==> src/rtl/lcd_phy.sv <==
// 4-bit HD44780-style LCD physical layer: power-on nibble init, then byte writes
// as two timed nibbles, with a done pulse once the LCD can take the next byte.
module lcd_phy #(
  parameter int T_SETUP    = 2,
  parameter int T_E_HIGH   = 12,
  parameter int T_HOLD     = 1,
  parameter int T_NIB_GAP  = 50,
  parameter int T_CMD_WAIT = 2000,
  parameter int T_PWR_ON   = 750000,
  parameter int T_INIT1    = 205000,
  parameter int T_INIT2    = 5000,
  parameter int T_INIT3    = 2000,
  parameter int CNT_W      = 20
) (
  input  logic       clk,
  input  logic       reset,
  input  logic       do_init,
  input  logic       do_send_data,
  input  logic [7:0] data_to_send,
  input  logic       lcdrs_in,
  output logic       init_done,
  output logic       lcde,
  output logic       lcdrs,
  output logic       lcdrw,
  output logic [3:0] lcddat,
  output logic       send_data_done
);

  typedef enum logic [3:0] {
    UNINIT, PWR_WAIT, INIT_NIB, INIT_WAIT, READY,
    NIB_HI, NIB_GAP, NIB_LO, CMD_WAIT, DONE
  } state_t;

  localparam int NIB_LEN = T_SETUP + T_E_HIGH + T_HOLD;

  localparam logic [CNT_W-1:0] L_NIB   = CNT_W'(NIB_LEN - 1);
  localparam logic [CNT_W-1:0] L_PWR   = CNT_W'(T_PWR_ON - 1);
  localparam logic [CNT_W-1:0] L_INIT1 = CNT_W'(T_INIT1 - 1);
  localparam logic [CNT_W-1:0] L_INIT2 = CNT_W'(T_INIT2 - 1);
  localparam logic [CNT_W-1:0] L_INIT3 = CNT_W'(T_INIT3 - 1);
  localparam logic [CNT_W-1:0] L_GAP   = CNT_W'(T_NIB_GAP - 1);
  localparam logic [CNT_W-1:0] L_CMD   = CNT_W'(T_CMD_WAIT - 1);
  localparam logic [CNT_W-1:0] E_LO    = CNT_W'(T_HOLD);
  localparam logic [CNT_W-1:0] E_HI    = CNT_W'(T_HOLD + T_E_HIGH);

  state_t           r_state, w_state_nxt;
  logic [CNT_W-1:0] r_cnt, w_load_val;
  logic             w_load;
  logic [1:0]       r_idx, w_idx_nxt;
  logic [7:0]       r_byte;
  logic             r_rs;
  logic             w_latch;

  logic             r_lcde, r_lcdrs, r_done, r_init_done;
  logic [3:0]       r_lcddat;
  logic             w_lcde, w_rs, w_done, w_init_done;
  logic [3:0]       w_dat;

  logic             w_cnt_zero;
  logic             w_nib_state;
  logic             w_e_win;
  logic [CNT_W-1:0] w_init_wait;

  assign w_cnt_zero  = (r_cnt == '0);
  assign w_nib_state = (r_state == INIT_NIB) || (r_state == NIB_HI) || (r_state == NIB_LO);
  // Counter runs NIB_LEN-1 down to 0: setup at the top, E window in the middle, hold at the bottom.
  assign w_e_win     = (r_cnt >= E_LO) && (r_cnt < E_HI);

  always_comb begin
    case (r_idx)
      2'd0:    w_init_wait = L_INIT1;
      2'd1:    w_init_wait = L_INIT2;
      default: w_init_wait = L_INIT3;
    endcase
  end

  // Next state, counter reload and next values of the registered pins.
  always_comb begin
    w_state_nxt = r_state;
    w_load      = 1'b0;
    w_load_val  = '0;
    w_idx_nxt   = r_idx;
    w_latch     = 1'b0;
    w_lcde      = w_nib_state && w_e_win;
    w_dat       = r_lcddat;
    w_rs        = r_lcdrs;
    w_done      = 1'b0;
    w_init_done = r_init_done;

    case (r_state)
      UNINIT: begin
        if (do_init) begin
          w_state_nxt = PWR_WAIT;
          w_load      = 1'b1;
          w_load_val  = L_PWR;
          w_idx_nxt   = 2'd0;
        end
      end
      PWR_WAIT: begin
        w_rs = 1'b0;
        if (w_cnt_zero) begin
          w_state_nxt = INIT_NIB;
          w_load      = 1'b1;
          w_load_val  = L_NIB;
        end
      end
      INIT_NIB: begin
        w_rs  = 1'b0;
        w_dat = (r_idx == 2'd3) ? 4'h2 : 4'h3;
        if (w_cnt_zero) begin
          w_state_nxt = INIT_WAIT;
          w_load      = 1'b1;
          w_load_val  = w_init_wait;
        end
      end
      INIT_WAIT: begin
        w_rs = 1'b0;
        if (w_cnt_zero) begin
          if (r_idx == 2'd3) begin
            w_state_nxt = READY;
            w_init_done = 1'b1;
          end else begin
            w_state_nxt = INIT_NIB;
            w_load      = 1'b1;
            w_load_val  = L_NIB;
            w_idx_nxt   = r_idx + 2'd1;
          end
        end
      end
      READY: begin
        if (do_send_data) begin
          w_state_nxt = NIB_HI;
          w_load      = 1'b1;
          w_load_val  = L_NIB;
          w_latch     = 1'b1;
        end
      end
      NIB_HI: begin
        w_rs  = r_rs;
        w_dat = r_byte[7:4];
        if (w_cnt_zero) begin
          w_state_nxt = NIB_GAP;
          w_load      = 1'b1;
          w_load_val  = L_GAP;
        end
      end
      NIB_GAP: begin
        w_rs = r_rs;
        if (w_cnt_zero) begin
          w_state_nxt = NIB_LO;
          w_load      = 1'b1;
          w_load_val  = L_NIB;
        end
      end
      NIB_LO: begin
        w_rs  = r_rs;
        w_dat = r_byte[3:0];
        if (w_cnt_zero) begin
          w_state_nxt = CMD_WAIT;
          w_load      = 1'b1;
          w_load_val  = L_CMD;
        end
      end
      CMD_WAIT: begin
        w_rs = r_rs;
        if (w_cnt_zero) w_state_nxt = DONE;
      end
      DONE: begin
        w_rs        = r_rs;
        w_done      = 1'b1;
        w_state_nxt = READY;
      end
      default: w_state_nxt = UNINIT;
    endcase
  end

  always_ff @(posedge clk) begin
    if (reset) begin
      r_state     <= UNINIT;
      r_cnt       <= '0;
      r_idx       <= 2'd0;
      r_byte      <= 8'h00;
      r_rs        <= 1'b0;
      r_lcde      <= 1'b0;
      r_lcdrs     <= 1'b0;
      r_lcddat    <= 4'h0;
      r_done      <= 1'b0;
      r_init_done <= 1'b0;
    end else begin
      r_state <= w_state_nxt;
      r_idx   <= w_idx_nxt;
      if (w_load)           r_cnt <= w_load_val;
      else if (!w_cnt_zero) r_cnt <= r_cnt - 1'b1;
      if (w_latch) begin
        r_byte <= data_to_send;
        r_rs   <= lcdrs_in;
      end
      r_lcde      <= w_lcde;
      r_lcdrs     <= w_rs;
      r_lcddat    <= w_dat;
      r_done      <= w_done;
      r_init_done <= w_init_done;
    end
  end

  assign lcde           = r_lcde;
  assign lcdrs          = r_lcdrs;
  assign lcdrw          = 1'b0;
  assign lcddat         = r_lcddat;
  assign send_data_done = r_done;
  assign init_done      = r_init_done;

endmodule

==> config.mk <==
export PLATFORM = sky130hd
export DESIGN_NAME = lcd_phy
export DESIGN_NICKNAME = d
export VERILOG_FILES = /design/src/rtl/lcd_phy.sv
export SDC_FILE = /design/constraint.sdc
export NUM_CORES = 1
export LEC_CHECK = 0
export CAP_MARGIN = 40
export CORE_MARGIN = 1
export CORE_UTILIZATION = 55
export DETAILED_ROUTE_END_ITERATION = 10
export PLACE_DENSITY = 0.77
export SLEW_MARGIN = 0
export SYNTH_ARGS = -nofsm -noshare
export SYNTH_HDL_FRONTEND = slang
export SYNTH_SLANG_ARGS = --single-unit
export TNS_END_PERCENT = 20
==> constraint.sdc <==
create_clock -name clk -period 3.9 [get_ports clk]
set_input_delay 0.78 -clock clk [delete_from_list [all_inputs] [get_ports clk]]
set_output_delay 0.78 -clock clk [all_outputs]
set_load 0.02 [all_outputs]
## Word level (Yosys, flattened, before mapping)

Cells that the tools add are included.

- Equality and inequality tests: 22
- $add $sub $neg: 2
- Order comparisons: 2
- Mux-type cells: 38
- Reductions and logical operators: 17

Operators with widths:

| kind | count |
|---|---|
| 20-bit case mux with 7 select lines | 1 |
| 20-bit two-way mux | 4 |
| 4-bit two-way mux | 13 |
| 4-bit case mux with 10 select lines | 1 |
| 18-bit case mux with 2 select lines | 1 |
| 2-bit != test, second input constant | 11 |
| 20-bit by 1-bit >= comparator with 1-bit output, second input constant | 1 |
| 20-bit zero test | 1 |
| 20-bit by 4-bit less-than comparator with 1-bit output, second input constant | 1 |
| 20-bit by 1-bit subtractor with 20-bit output, second input constant | 1 |
| 4-bit by 3-bit == test with 1-bit output, second input constant | 4 |
| 4-bit case mux with 3 select lines | 1 |
| 11-bit two-way mux | 1 |
| 5-bit OR reduction | 2 |
| 9-bit AND reduction | 1 |
| 4-bit by 2-bit == test with 1-bit output, second input constant | 2 |
| 4-bit == test, second input constant | 2 |
| 1-bit two-way mux | 8 |
| 2-bit two-way mux | 3 |
| 6-bit two-way mux | 1 |
| 4-bit by 1-bit == test with 1-bit output, second input constant | 1 |
| 4-bit zero test | 1 |
| 1-bit case mux with 4 select lines | 1 |
| 2-bit case mux with 2 select lines | 1 |
| 14 further kinds | 17 |

- Register bits: 43
- Output and inout bits: 9
- Word-level logic and storage cells: 91
- Input bits: 13

## Depth between registers and ports, before layout

- Depth after elaboration: 5
- Gate-level depth with buffers: 7
- Depth with buffers taken out: 7

## Worst setup path before layout

OpenSTA, ideal clock, no wires.

- Kind: register to register
- Start point: register r_cnt[0]
- End point: register r_cnt[19]
- Path buffers: 1
- Period minus slack after synthesis: 2.305 ns
- Setup time: 0.084 ns
- Required time: 3.816 ns
- Stages on the path, launching flop included: 7
- Setup slack: 1.595 ns
- Arrival: 2.221 ns
- Path through: dfxtp_1 or4_1 buf_2 or4_4 or4_4 xor2_1 o31ai_2

- Word-level cells in the longest chain between the ends: 4
- Elaborated cells between the ends (all ways): 8
- Classes of those cells: 1 x add/sub; 1 x eq/ne; 5 x mux; 1 x reduce/logical

Ends and longest elaborated chain:

| element | RTL line | source |
|---|---|---|
| start, declared | 47 | `logic [CNT_W-1:0] r_cnt, w_load_val;` |
| start signal, assigned | 192 | `if (w_load) r_cnt <= w_load_val;` |
| start signal, assigned | 193 | `else if (!w_cnt_zero) r_cnt <= r_cnt - 1'b1;` |
| branches (longest 4 deep; another with 20-bit by 1-bit subtractor with 20-bit output) | n/a |  |

Parallel ways; which one is timed is not known. The select of a mux whose other input is x is not followed.
A chain may end at the register's enable or synchronous reset.

## Worst setup path after layout

- Start point: register r_state[1]
- End point: register r_cnt[12]

- Word-level cells in the longest chain between the ends: 4
- Elaborated cells between the ends (all ways): 14
- Classes of those cells: 8 x eq/ne; 3 x mux; 3 x reduce/logical

Ends and longest elaborated chain:

| element | RTL line | source |
|---|---|---|
| start, declared | 46 | `state_t r_state, w_state_nxt;` |
| start signal, assigned | 190 | `r_state <= w_state_nxt;` |
| 4-bit by 2-bit == test with 1-bit output, or another cell as far along | 90 | `case (r_state)` |
| 5-bit OR reduction (no source line) or 2-bit OR reduction (tied branches) | n/a |  |
| 1-bit case mux with 4 select lines or 20-bit case mux with 7 select lines (tied branches) | 90 |  |
| 2-bit != test (no source line) or 20-bit two-way mux (tied branches) | n/a |  |

Parallel ways exist; a longest one is shown, timed or not.

==> impl_results.md <==
* Post-cts gate resize count at 0
* Setup TNS at 0 ns
* Detailed Route WL at 5630 um
* Count of pins on the block boundary at 22
* First-iteration detailed-routing DRC count at 149
* Floorplan die width at 68.5 um
* Critical-path maximum fanout at 19
* Count of yosys warnings during synthesis at 0
* Crit path capture type: flip-flop
* Number of hold buffers added after cts at 0
* Number of enable-type register cells in the synthesized netlist at 0
* Maximum number of pins on one net before global-route repair at 27
* Number of buffers and inverters on the critical path at 0
* Most common library cells after synthesis: sky130_fd_sc_hd__dfxtp_1 (43), sky130_fd_sc_hd__nor2_1 (40), sky130_fd_sc_hd__nand2_1 (21), sky130_fd_sc_hd__a21oi_1 (17), sky130_fd_sc_hd__mux2i_1 (14)
* Setup repair after global routing missed its margin: false
* Post-Synthesis Mean Instance Area at 8.23 um2
* DRC Markers at 0
* Synthesis-stage register bit count at 43
* Reg clk slew, reported paths at 0.08 ns
* Number of unique standard cell types used by synthesis at 52
* Minimum period implied by the final worst setup slack at 2.60 ns
* Via count of the first global-routing pass at 1950
* Final clock period utilization by the worst path at 0.666
* Slowest library cell on the worst path: sky130_fd_sc_hd__dfxtp_1
* Source-to-sink clock delay at the later pin of the worst-skew pair at 0.30 ns
* Sum of net half-perimeters after detailed placement at 4190 um
* Setup CP Type: flip-flop to flip-flop
* Worst reg2reg path startpoint: r_state[1]$_SDFFE_PP0P_
* Worst path required time at 4.07 ns
* Path type of the worst min-delay path: flip-flop to flip-flop
* Number of vias after detailed routing at 2218
* Final hold slack at 0.475 ns
* Largest stage delay, worst path at 0.77 ns
* Post-synthesis instance area at 2430 um2
* # clock sinks at 43
* Final #Nets at 329
* Met2 usage in global routing at 0.417
* Critical path's top delay family: simple AND/OR/NAND/NOR gates
* Power per cell area at 386 nW/um2
* Num CTS Buffers at 5
* Top post-synthesis cells by area: sky130_fd_sc_hd__dfxtp_1 (35%), sky130_fd_sc_hd__nor2_1 (6.2%), sky130_fd_sc_hd__mux2i_1 (5.8%)
* First-pass DRT Iterations at 4
* F_max at 0.385 GHz
* Maximum number of buffers from clock root to sink at 2
* Startpoint of the lowest-slack hold path: r_idx[1]$_SDFFE_PP0P_
* Met1 global-route usage at 0.340
* Critical-path cell list: nor2_1, or3b_2, o31ai_1, or2_1, o22ai_1
* Flop-to-flop setup slack at 1.30 ns
* Count of fill cells added during filler insertion at 358
* Share of post-route cells with drive strength above 1 at 0.0645
* Initial Util at 0.592
* Total die area at 4700 um2
* Leakage power figure at 0.971 nW
* Std cell rows at 23
* Buffers inserted during post-CTS setup optimization at 0
* Antenna-violating nets left at 0
* Initial antenna violation count at 0
* Post-synth top area share at 0.354
* Number of max-slew violations in the final report at 0
* Number of buffers added on ports at 20
* Met3 layer usage reported by global route at 0.0526
* Most crowded layer after global routing: met2
* Maximum Capacitance Violations at 0
* Peak supply drop at 214 uV
* Data arrival time of the critical path at 2.77 ns
* Routed len/inst at 15.6 um
* Die height at 68.5 um
* Multi-input gate area at 1480 um2
* Layout overhead on the synthesized area at 12.1%
* Critical Path Start Type: flip-flop
* Routability congestion estimate from global placement at 0.911
* Rel. slew slack at 0.528
* Final antenna diode count at 0
* Number of levels in the clock H-tree at 2
* Post-route clock skew at 0.00703 ns
* Sequential fraction of the synthesis area at 0.354
* Timing startpoint of the critical path: r_state[1]$_SDFFE_PP0P_
* Synth Flop Type: sky130_fd_sc_hd__dfxtp_1
* Final setup violation count at 0
* Synthesized instance count at 296
* Grt ovf at 0
* Transition time at the pin with the least slew margin at 0.706 ns
* Net Count, Synth at 316
* CTS tree: done
* Result of the run: completed
* Most used standard cell by instance count after synthesis: sky130_fd_sc_hd__dfxtp_1
* Placeable Area at 4120 um2
* Via density at 6.16
* Wire length of the first global-routing pass at 8980 um
* Clk root buf: sky130_fd_sc_hd__clkbuf_8
* Register area at 861 um2
* Final hold violation count at 0
* Proportion of register bits with asynchronous set or reset after synthesis at 0
* Largest area contributor in the netlist: sky130_fd_sc_hd__dfxtp_1
* Gr usage total at 0.263
[flip-flops by register name, summed over array words and instances, names as in the netlist]
name and cells:
init_done 1, lcddat 4, lcde 1, lcdrs 1, r_byte 8, r_cnt 20, r_idx 2, r_rs 1
r_state 4, send_data_done 1
[placed cells by master, fill, tap and decap left out, types with 3 or more instances in the layout]
cell type	synthesis	final
sky130_fd_sc_hd__nor2_1	40	40
sky130_fd_sc_hd__o21a_1	4	4
sky130_fd_sc_hd__ha_1	7	7
sky130_fd_sc_hd__dfxtp_1	43	43
sky130_fd_sc_hd__a31oi_1	9	9
sky130_fd_sc_hd__or4_1	6	6
sky130_fd_sc_hd__a21oi_1	17	17
sky130_fd_sc_hd__inv_1	8	8
sky130_fd_sc_hd__o21ai_0	7	7
sky130_fd_sc_hd__nand2b_1	8	8
sky130_fd_sc_hd__a211oi_1	3	3
sky130_fd_sc_hd__nand2_1	21	21
sky130_fd_sc_hd__xor2_1	8	8
sky130_fd_sc_hd__clkdlybuf4s50_1	0	20
sky130_fd_sc_hd__nor4_1	6	6
sky130_fd_sc_hd__nor3_1	5	5
sky130_fd_sc_hd__xnor2_1	9	9
sky130_fd_sc_hd__o31ai_1	6	6
sky130_fd_sc_hd__o211ai_1	5	5
sky130_fd_sc_hd__nand3_1	12	12
sky130_fd_sc_hd__clkbuf_8	0	5
sky130_fd_sc_hd__mux2i_1	14	14
sky130_fd_sc_hd__nand4_1	3	3
[metrics by stage]
step / total power, mW / setup slack [ns] / cell area, um2 / util / instances
4_1_cts: 1.05 / 1.29 / 2730 / 0.663 / 360
2_1_floorplan: 0.707 / 1.59 / 2430 / - / 296
5_1_grt: 1.10 / 1.03 / 2730 / 0.663 / 360
6_report: 1.05 / 1.30 / 2730 / 0.663 / 360
3_5_place_dp: 0.779 / 1.08 / 2650 / 0.643 / 352
3_3_place_gp: 0.778 / 1.14 / 2650 / 0.643 / 352
[final cells by class]
class,instances,area share
Multi-Input combinational cell,229,0.542
Sequential cell,43,0.315
Timing Repair Buffer,22,0.0789
Clock buffer,7,0.0280
Tap cell,50,0.0229
Inverter,8,0.0110
Clock inverter,1,0.00183
[power breakdown]
group          internal, mW  switching, mW  leakage, nW
combinational         0.113          0.157        0.578
clock                 0.126          0.151       0.0422
sequential            0.468         0.0388        0.351
[tightest hold or removal path, delay by kind of cell (launching register included)]
kind               cells  cell delay, ns
AOI/OAI and AO/OA      1            0.05
DFF                    1            0.33
and+or+nand+nor        1            0.06
[logic make-up (layout without fill, tap and decap cells)]
family / Yosys count / after routing / share of synthesized area
simple gates: 120 / 120 / 0.255
compound gates: 68 / 68 / 0.187
flops: 43 / 43 / 0.354
buf+inv: 24 / 38 / 0.0391
xor+xnor: 17 / 17 / 0.0612
mux: 16 / 16 / 0.0668
fa+ha+maj: 7 / 7 / 0.0360
other cells: 1 / 1 / 0.00154
[worst paths after layout]
kind         cells after the start                      to
max reg2reg                      5  r_cnt[12]$_SDFFE_PP0P_
max                              5  r_cnt[12]$_SDFFE_PP0P_
min reg2reg                      2   r_idx[1]$_SDFFE_PP0P_
min                              2   r_idx[1]$_SDFFE_PP0P_
[metal layers]
metal  routed length, um  vias up
met4                 137        0
met2                2580       69
met5                   0        -
met1                2550     1031
met3                 364       16
li1                    -     1102
(Power assumes the default switching activity.)
